===== config.mk =====
export PLATFORM = sky130hd
export DESIGN_NAME = data_bus_arbiter_flat
export DESIGN_NICKNAME = d
export VERILOG_FILES = /design/src/rtl/data_bus_arbiter_if.sv /design/src/rtl/data_bus_arbiter.sv /design/src/flat_wrapper.sv
export SDC_FILE = /design/constraint.sdc
export NUM_CORES = 1
export LEC_CHECK = 0
export ABC_AREA = 1
export CORE_AREA = 4 4 140 142
export DETAILED_ROUTE_END_ITERATION = 12
export DIE_AREA = 0 0 144 146
export PLACE_DENSITY_LB_ADDON = 0.05
export SLEW_MARGIN = 20
export SYNTH_ARGS = -nofsm -noshare
export SYNTH_HDL_FRONTEND = slang
export SYNTH_SLANG_ARGS = --single-unit

===== constraint.sdc =====
create_clock -name clk_i -period 2.1 [get_ports clk_i]
set_input_delay 0.21 -clock clk_i [delete_from_list [all_inputs] [get_ports clk_i]]
set_output_delay 0.21 -clock clk_i [all_outputs]
set_load 0.01 [all_outputs]

===== src/rtl/data_bus_arbiter_if.sv =====
// Shared bus bundle between the two requesters, the arbiter and the mapped devices.
// slave modport: the arbiter's view. master modport: the requester/device side.
interface data_bus_arbiter_if #(
  parameter int unsigned NUM_DEV = 3
);
  logic                     m0_req_i;
  logic                     m0_we_i;
  logic [31:0]              m0_addr_i;
  logic [31:0]              m0_wd_i;
  logic [31:0]              m0_rd_o;
  logic                     m0_done_o;

  logic                     m1_req_i;
  logic                     m1_we_i;
  logic [31:0]              m1_addr_i;
  logic [31:0]              m1_wd_i;
  logic [31:0]              m1_rd_o;
  logic                     m1_done_o;

  logic                     err_o;
  logic [NUM_DEV-1:0]       dev_req_o;
  logic                     dev_we_o;
  logic [31:0]              dev_addr_o;
  logic [31:0]              dev_wd_o;
  logic [NUM_DEV*32-1:0]    dev_rd_i;

  modport slave (
    input  m0_req_i, m0_we_i, m0_addr_i, m0_wd_i,
    output m0_rd_o, m0_done_o,
    input  m1_req_i, m1_we_i, m1_addr_i, m1_wd_i,
    output m1_rd_o, m1_done_o,
    output err_o, dev_req_o, dev_we_o, dev_addr_o, dev_wd_o,
    input  dev_rd_i
  );

  modport master (
    output m0_req_i, m0_we_i, m0_addr_i, m0_wd_i,
    input  m0_rd_o, m0_done_o,
    output m1_req_i, m1_we_i, m1_addr_i, m1_wd_i,
    input  m1_rd_o, m1_done_o,
    input  err_o, dev_req_o, dev_we_o, dev_addr_o, dev_wd_o,
    output dev_rd_i
  );
endinterface


===== src/rtl/data_bus_arbiter.sv =====
// Two-master round-robin arbiter for the peripheral data bus.
// One transaction in flight; device selected by addr[31:24]; read data and a
// one-cycle done pulse are returned to the granted master.
module data_bus_arbiter #(
  parameter int unsigned NUM_DEV    = 3,
  parameter int unsigned RD_LATENCY = 1
) (
  input logic              clk_i,
  input logic              resetn,
  data_bus_arbiter_if.slave bus
);

  typedef enum logic [1:0] {
    IDLE  = 2'd0,
    ISSUE = 2'd1,
    WAIT  = 2'd2,
    DONE  = 2'd3
  } state_e;

  localparam int unsigned CNT_W = (RD_LATENCY > 1) ? $clog2(RD_LATENCY) : 1;

  state_e             state_q, state_d;
  logic               last_grant_q, last_grant_d;
  logic               grant_q, grant_d;
  logic               we_q, we_d;
  logic [23:0]        addr_q, addr_d;
  logic [31:0]        wd_q, wd_d;
  logic [7:0]         dev_id_q, dev_id_d;
  logic               err_q, err_d;
  logic [31:0]        rd_q, rd_d;
  logic [CNT_W-1:0]   cnt_q, cnt_d;

  logic [31:0]        sel_addr;
  logic [31:0]        sel_rd;
  logic               mapped;
  logic               in_done;

  // Device id range check against the number of mapped devices
  always_comb begin
    mapped = ({24'd0, dev_id_q} < NUM_DEV);
  end

  // Read-data slice of the latched device (zero when unmapped)
  always_comb begin
    sel_rd = '0;
    for (int unsigned k = 0; k < NUM_DEV; k++) begin
      if (dev_id_q == 8'(k)) begin
        sel_rd = bus.dev_rd_i[32*k +: 32];
      end
    end
  end

  // State and latched-request registers
  always_ff @(posedge clk_i) begin
    if (!resetn) begin
      state_q      <= IDLE;
      last_grant_q <= 1'b1;
      grant_q      <= 1'b0;
      we_q         <= 1'b0;
      addr_q       <= '0;
      wd_q         <= '0;
      dev_id_q     <= '0;
      err_q        <= 1'b0;
      rd_q         <= '0;
      cnt_q        <= '0;
    end else begin
      state_q      <= state_d;
      last_grant_q <= last_grant_d;
      grant_q      <= grant_d;
      we_q         <= we_d;
      addr_q       <= addr_d;
      wd_q         <= wd_d;
      dev_id_q     <= dev_id_d;
      err_q        <= err_d;
      rd_q         <= rd_d;
      cnt_q        <= cnt_d;
    end
  end

  // Next-state: arbitration in IDLE, device issue, read wait, completion
  always_comb begin
    state_d      = state_q;
    last_grant_d = last_grant_q;
    grant_d      = grant_q;
    we_d         = we_q;
    addr_d       = addr_q;
    wd_d         = wd_q;
    dev_id_d     = dev_id_q;
    err_d        = err_q;
    rd_d         = rd_q;
    cnt_d        = cnt_q;
    sel_addr     = '0;

    unique case (state_q)
      IDLE: begin
        if (bus.m0_req_i || bus.m1_req_i) begin
          // last_grant only moves when both masters contend
          if (bus.m0_req_i && bus.m1_req_i) begin
            grant_d      = ~last_grant_q;
            last_grant_d = ~last_grant_q;
          end else begin
            grant_d = bus.m1_req_i;
          end
          sel_addr = grant_d ? bus.m1_addr_i : bus.m0_addr_i;
          we_d     = grant_d ? bus.m1_we_i   : bus.m0_we_i;
          wd_d     = grant_d ? bus.m1_wd_i   : bus.m0_wd_i;
          addr_d   = sel_addr[23:0];
          dev_id_d = sel_addr[31:24];
          rd_d     = '0;
          err_d    = 1'b0;
          state_d  = ISSUE;
        end
      end
      ISSUE: begin
        if (!mapped) begin
          err_d   = 1'b1;
          state_d = DONE;
        end else if (we_q) begin
          state_d = DONE;
        end else if (RD_LATENCY == 0) begin
          rd_d    = sel_rd;
          state_d = DONE;
        end else begin
          cnt_d   = CNT_W'(RD_LATENCY - 1);
          state_d = WAIT;
        end
      end
      WAIT: begin
        if (cnt_q == '0) begin
          rd_d    = sel_rd;
          state_d = DONE;
        end else begin
          cnt_d = cnt_q - 1'b1;
        end
      end
      DONE: begin
        state_d = IDLE;
      end
      default: begin
        state_d = IDLE;
      end
    endcase
  end

  // Output decode from the state register and latched request
  always_comb begin
    in_done        = (state_q == DONE);
    bus.dev_req_o  = '0;
    for (int unsigned k = 0; k < NUM_DEV; k++) begin
      if ((state_q == ISSUE) && (dev_id_q == 8'(k))) begin
        bus.dev_req_o[k] = 1'b1;
      end
    end
    bus.dev_we_o   = we_q;
    bus.dev_addr_o = {8'd0, addr_q};
    bus.dev_wd_o   = wd_q;
    bus.m0_done_o  = in_done && !grant_q;
    bus.m1_done_o  = in_done &&  grant_q;
    bus.m0_rd_o    = (in_done && !grant_q) ? rd_q : '0;
    bus.m1_rd_o    = (in_done &&  grant_q) ? rd_q : '0;
    bus.err_o      = in_done && err_q;
  end

endmodule


===== src/flat_wrapper.sv =====
// flat-port wrapper written by rule: the top's interface ports become plain ports
module data_bus_arbiter_flat 
#(
  parameter int unsigned NUM_DEV    = 3,
  parameter int unsigned RD_LATENCY = 1
)
  (clk_i, resetn, bus_m0_req_i, bus_m0_we_i, bus_m0_addr_i, bus_m0_wd_i, bus_m0_rd_o, bus_m0_done_o, bus_m1_req_i, bus_m1_we_i, bus_m1_addr_i, bus_m1_wd_i, bus_m1_rd_o, bus_m1_done_o, bus_err_o, bus_dev_req_o, bus_dev_we_o, bus_dev_addr_o, bus_dev_wd_o, bus_dev_rd_i);
  data_bus_arbiter_if #(.NUM_DEV(NUM_DEV)) bus_i ();
  input logic clk_i;
  input logic resetn;
  input wire logic [$bits(bus_i.m0_req_i)-1:0] bus_m0_req_i;
  input wire logic [$bits(bus_i.m0_we_i)-1:0] bus_m0_we_i;
  input wire logic [$bits(bus_i.m0_addr_i)-1:0] bus_m0_addr_i;
  input wire logic [$bits(bus_i.m0_wd_i)-1:0] bus_m0_wd_i;
  output wire logic [$bits(bus_i.m0_rd_o)-1:0] bus_m0_rd_o;
  output wire logic [$bits(bus_i.m0_done_o)-1:0] bus_m0_done_o;
  input wire logic [$bits(bus_i.m1_req_i)-1:0] bus_m1_req_i;
  input wire logic [$bits(bus_i.m1_we_i)-1:0] bus_m1_we_i;
  input wire logic [$bits(bus_i.m1_addr_i)-1:0] bus_m1_addr_i;
  input wire logic [$bits(bus_i.m1_wd_i)-1:0] bus_m1_wd_i;
  output wire logic [$bits(bus_i.m1_rd_o)-1:0] bus_m1_rd_o;
  output wire logic [$bits(bus_i.m1_done_o)-1:0] bus_m1_done_o;
  output wire logic [$bits(bus_i.err_o)-1:0] bus_err_o;
  output wire logic [$bits(bus_i.dev_req_o)-1:0] bus_dev_req_o;
  output wire logic [$bits(bus_i.dev_we_o)-1:0] bus_dev_we_o;
  output wire logic [$bits(bus_i.dev_addr_o)-1:0] bus_dev_addr_o;
  output wire logic [$bits(bus_i.dev_wd_o)-1:0] bus_dev_wd_o;
  input wire logic [$bits(bus_i.dev_rd_i)-1:0] bus_dev_rd_i;
  assign bus_i.m0_req_i = bus_m0_req_i;
  assign bus_i.m0_we_i = bus_m0_we_i;
  assign bus_i.m0_addr_i = bus_m0_addr_i;
  assign bus_i.m0_wd_i = bus_m0_wd_i;
  assign bus_m0_rd_o = bus_i.m0_rd_o;
  assign bus_m0_done_o = bus_i.m0_done_o;
  assign bus_i.m1_req_i = bus_m1_req_i;
  assign bus_i.m1_we_i = bus_m1_we_i;
  assign bus_i.m1_addr_i = bus_m1_addr_i;
  assign bus_i.m1_wd_i = bus_m1_wd_i;
  assign bus_m1_rd_o = bus_i.m1_rd_o;
  assign bus_m1_done_o = bus_i.m1_done_o;
  assign bus_err_o = bus_i.err_o;
  assign bus_dev_req_o = bus_i.dev_req_o;
  assign bus_dev_we_o = bus_i.dev_we_o;
  assign bus_dev_addr_o = bus_i.dev_addr_o;
  assign bus_dev_wd_o = bus_i.dev_wd_o;
  assign bus_i.dev_rd_i = bus_dev_rd_i;
  data_bus_arbiter #(.NUM_DEV(NUM_DEV), .RD_LATENCY(RD_LATENCY)) u_core (.clk_i(clk_i), .resetn(resetn), .bus(bus_i));
endmodule

# Word-level counts from Yosys, hierarchy flattened

Cells that the tools add are included.

Magnitude comparators: 1
Multiplexer cells: 29
Bitwise logic cells: 1
Equal/unequal tests: 10
Add/subtract/negate cells: 1
Reduce and logical (&&, ||, !) cells: 20

Operator list:

| operator                                            | number |
|---|---|
| two-way mux 32 bit                                  | 9 |
| one-hot mux 32 bit (2 select lines)                 | 1 |
| two-way mux 1 bit                                   | 13 |
| AND reduction 3 bit                                 | 4 |
| == test 8 x 1 -> 1 bit (second input constant)      | 1 |
| == test 8 x 2 -> 1 bit (second input constant)      | 1 |
| logical NOT 8 bit                                   | 1 |
| < comparator 8 x 2 -> 1 bit (second input constant) | 1 |
| one-hot mux 2 bit (4 select lines)                  | 1 |
| logical AND 1 bit                                   | 7 |
| two-way mux 2 bit                                   | 3 |
| != test 2 bit (second input constant)               | 3 |
| nonzero test 2 bit                                  | 3 |
| == test 2 bit (second input constant)               | 2 |
| != test 2 x 1 -> 1 bit (second input constant)      | 2 |
| one-hot mux 1 bit (2 select lines)                  | 2 |
| AND reduction 2 bit                                 | 2 |
| == test 2 x 1 -> 1 bit (second input constant)      | 1 |
| logical NOT 2 bit                                   | 1 |
| logical NOT 1 bit                                   | 1 |
| logical OR 1 bit                                    | 1 |
| inverter 1 bit                                      | 1 |
| subtractor 1 bit (second input constant)            | 1 |

Register bits after elaboration: 103
Output and inout port bits: 135
Word-level logic and storage cells: 72

# Logic depth before layout (Yosys ltp)

Depth in word-level cells: 6
Depth in mapped cells: 8
Depth with buffers taken out: 8

# Worst setup path before layout

No wires, ideal clock.

Path kind: flip-flop to output port
From: register u_core.state_q[1]
To: output port bus_m0_rd_o[10]
Arrival time: 1.290 ns
Required time: 1.890 ns
Slack: 0.600 ns
Cell stages (with the launch flop): 7
Cell sequence: dfxtp_1 -> ha_1 -> inv_1 -> nor2_1 -> inv_1 -> clkbuf_1 -> nor2_1

Cells in the longest elaborated chain, start to end: 3

RTL lines:

| element                | RTL line                | text |
|---|---|---|
| start, declared        | data_bus_arbiter.sv:22  | `state_e state_q, state_d;` |
| start signal, assigned | data_bus_arbiter.sv:67  | `state_q <= state_d;` |
| == test 2 bit          | data_bus_arbiter.sv:147 | `in_done = (state_q == DONE);` |
| logical AND 1 bit      | --                      |  |
| via bus_m0_done_o      | flat_wrapper.sv:16      | `output wire logic [$bits(bus_i.m0_done_o)-1:0] bus_m0_done_o;` |
| two-way mux 32 bit     | data_bus_arbiter.sv:159 | `bus.m0_rd_o = (in_done && !grant_q) ? rd_q : '0;` |
| end, declared          | flat_wrapper.sv:15      | `output wire logic [$bits(bus_i.m0_rd_o)-1:0] bus_m0_rd_o;` |

The timed path passes the listed nets, and every way through them passes these cells.

# Worst setup path after layout

From: register u_core.state_q[1]
To: output port bus_m0_rd_o[12]

Cells in the longest elaborated chain, start to end: 3

RTL lines:

| element            | RTL line |
|---|---|
| == test 2 bit      | data_bus_arbiter.sv:147 |
| logical AND 1 bit  | data_bus_arbiter.sv:159 |
| two-way mux 32 bit | data_bus_arbiter.sv:159 |

Every way passes these cells.

==> flow_summary.ini <==
[status]
status = completed

[drt]
drt_first_pass_iters = 6
route.final.wire_length_um = 22400
drt_iter0_markers = 290
postRouteAntennaNets = 0
num_vias = 6619
via_per_inst = 4.65
drc_errors = 0
routedWlPerCell_um = 15.7

[logic_synthesis]
seq_area_frac_synth_pct = 37.2
synth_area_um2 = 5480
synth_top_area_share_pct = 37.2
syn_area_per_cell_um2 = 6.38
synth_seq_cells = 102
synthTopCellsByArea = dfxtp_1 (37%), nand2_1 (16%), nor2_1 (9.4%)
synthCells = 859
synth_cell_types = 27
yosysTopAreaCell = dfxtp_1
yosysWarnings = 0

[cells_and_area]
num-nets-final = 1416
stdcell_count = 1422
area_delta_synth_final_pct = 74.6
final_area_um2 = 9580
drive_gt1_share_pct = 4.97

[cts]
cts_sinks = 102
worstSkewPairLatency_ns = 0.35
htreeDepth = 3
cts-root-buf = clkbuf_16
cts_inserted_buffers = 9
tritoncts = yes
clk_pin_slew_ns = 0.07
clockBufferDepth = 2
holdBufCountCts = 0

[worst_setup_path]
slowest_stage = dfxtp_2
critPathRequiredTime_ns = 1.89
criticalPathCategory = flop to output pin
cp.arrival_ns = 1.74
crit_fanout = 32
cp_num_buf_inv = 4
end_kind = output pin
cp-start-kind = flop
crit_chain = ha_2 -> inv_1 -> nor2_1 -> inv_1 -> buf_6 -> nor2_1 -> dlygate4sd2_1
crit_family = buffers and inverters
max_stage_delay_ns = 0.37

[global_route]
antenna_found_initial = 1
first_global_vias = 6275
grt_pass1_wl_um = 34000
gr-total-overflow = 0
grt_start_max_net_pins = 75
grt_use_total_pct = 20.3

[timing]
fin_crit_sh_pct = 92.6
report.final.slew_viol_count = 0
report.final.hold_viol_count = 0
final.setup.tns_ns = 0
fin_crit_ns = 1.95
skew_ns = 0.0136
setup_viol = 0
whs_ns = 0.301
worst_pin_slew_ns = 0.636
relSlewSlack_pct = 57.6
fmax_mhz = 514

[worst_hold_path]
hp-class = primary input to flop

[floorplan]
initial_core_util_pct = 29.7
die_area_um2 = 21000
rows = 50
die_x_um = 144
ios = 365
die_h_um = 146
core_um2 = 18500

[power_and_ir_drop]
internal_power_mw = 5.72
switching_share_pct = 40.4
power_frac_comb_pct = 51.9
p_leak_nw = 4.30
peakVddDrop_uv = 741
p_clk_share_pct = 18.2
p_switching_mw = 3.87
powerDensity_nw_per_um2 = 1000
power.total_mw = 9.59
p_seq_share_pct = 30.0

[place]
place_area_um2 = 9240
dp_hpwl_um = 16300
placed_cells = 1405
gp_congestion = 0.804
portBuffers = 356

[run]
maxCapViolations = 0
==> cells in the mapped netlist (all sizes together) <==
| master | instances |
|---|---|
| conb | 1 |
| clkinv | 2 |
| o21ai | 69 |
| buf | 44 |
| a31oi | 65 |
| ha | 4 |
| a21oi | 39 |
| inv | 48 |
| nor4 | 1 |
| nor3 | 1 |
| nand3 | 68 |
| clkbuf | 29 |
| nand2 | 242 |
| nand4 | 1 |
| nor2 | 143 |
| dfxtp | 102 |
==> worst register-to-register path, delay by kind of cell, from the launching register on <==
family / cells / cell delay [ns]
and+or+nand+nor: 5 / 0.64
buffers and inverters: 2 / 0.60
DFF: 1 / 0.35
AOI/OAI and AO/OA: 1 / 0.05
==> layout by cell type (no fill, tap or decap), types with 9 or more instances in the layout <==
master,Yosys,final
clkdlybuf4s50_1,0,287
clkbuf_16,0,9
nand2_1,240,238
nor2_1,137,135
nand3_1,67,67
o21ai_0,60,60
dlygate4sd2_1,0,40
dlymetal6s2s_1,0,27
buf_4,12,12
a21oi_1,39,39
a31oi_1,65,65
inv_1,47,46
dfxtp_1,102,100
==> kinds of logic (layout without fill, tap and decap cells) <==
family	count (synthesis)	count (layout)	synth area share, %
buf+inv	123	444	10.6
flops	102	102	37.2
fa+ha+maj	4	4	0.913
other cells	1	9	0.0684
compound gates	173	173	17.3
simple gates	456	456	33.8
==> state kept, by name (all words and copies together) (netlist names) <==
register             flops
u_core.addr_q           24
u_core.bus.dev_wd_o     32
u_core.bus.dev_we_o      1
u_core.dev_id_q          8
u_core.err_q             1
u_core.grant_q           1
u_core.last_grant_q      1
u_core.rd_q             32
u_core.state_q           2
==> power by group through the flow <==
stage          combinational (mW)  sequential [mW]  clock [mW]
2_1_floorplan                2.61             3.07           0
6_report                     4.98             2.87        1.74
3_5_place_dp                 5.03             2.90           0
4_1_cts                      5.05             2.87        1.80
3_3_place_gp                 5.05             2.87           0
5_1_grt                      5.50             2.95        1.88
==> metrics by stage <==
step                util (%)  setup WS, ns
floorplan                  -         0.600
global placement        50.0         0.199
detailed placement      50.0         0.155
CTS                     51.5      0.000216
global route            51.9       -0.0355
finish                  51.9         0.154
==> final timing paths <==
path | start | endpoint | slack [ns] | cells after the start
max | u_core.state_q[1]$_SDFFE_PN0P_ | bus_m0_rd_o[12] | 0.15 | 7
min reg2reg | u_core.rd_q[25]$_SDFFE_PN0P_ | u_core.rd_q[25]$_SDFFE_PN0P_ | 0.46 | 2
min | resetn | u_core.rd_q[30]$_SDFFE_PN0P_ | 0.30 | 3
max reg2reg | u_core.dev_id_q[7]$_SDFFE_PN0P_ | u_core.rd_q[20]$_SDFFE_PN0P_ | 0.34 | 8
==> cell type report <==
cell class / instances / area, um2
Fill cell: 1893 / 8880
Sequential cell: 102 / 2040
Clock buffer: 11 / 243
Timing Repair Buffer: 378 / 3850
Antenna cell: 1 / 2.50
Inverter: 50 / 189
Clock inverter: 5 / 58.8
Multi-Input combinational cell: 641 / 2900
Tap cell: 234 / 293
==> layer usage <==
| layer | vias to the layer above | routed length (um) | GRT usage (%) |
|---|---|---|---|
| li1 | 3437 | - | - |
| met1 | 2882 | 9230 | 24.1 |
| met2 | 268 | 10400 | 34.3 |
| met3 | 32 | 2210 | 6.51 |
| met4 | 0 | 515 | 7.16 |
| met5 | - | 0 | 0 |
==> repair_timing <==
| action | in CTS | in global routing |
|---|---|---|
| gates resized for setup | 45 | 32 |
| hold endpoints to repair | 0 | 0 |
| endpoints found under the setup margin | 66 | 29 |
| buffers inserted | 0 | 0 |
Note: power is estimated with default switching activity, not from simulation.
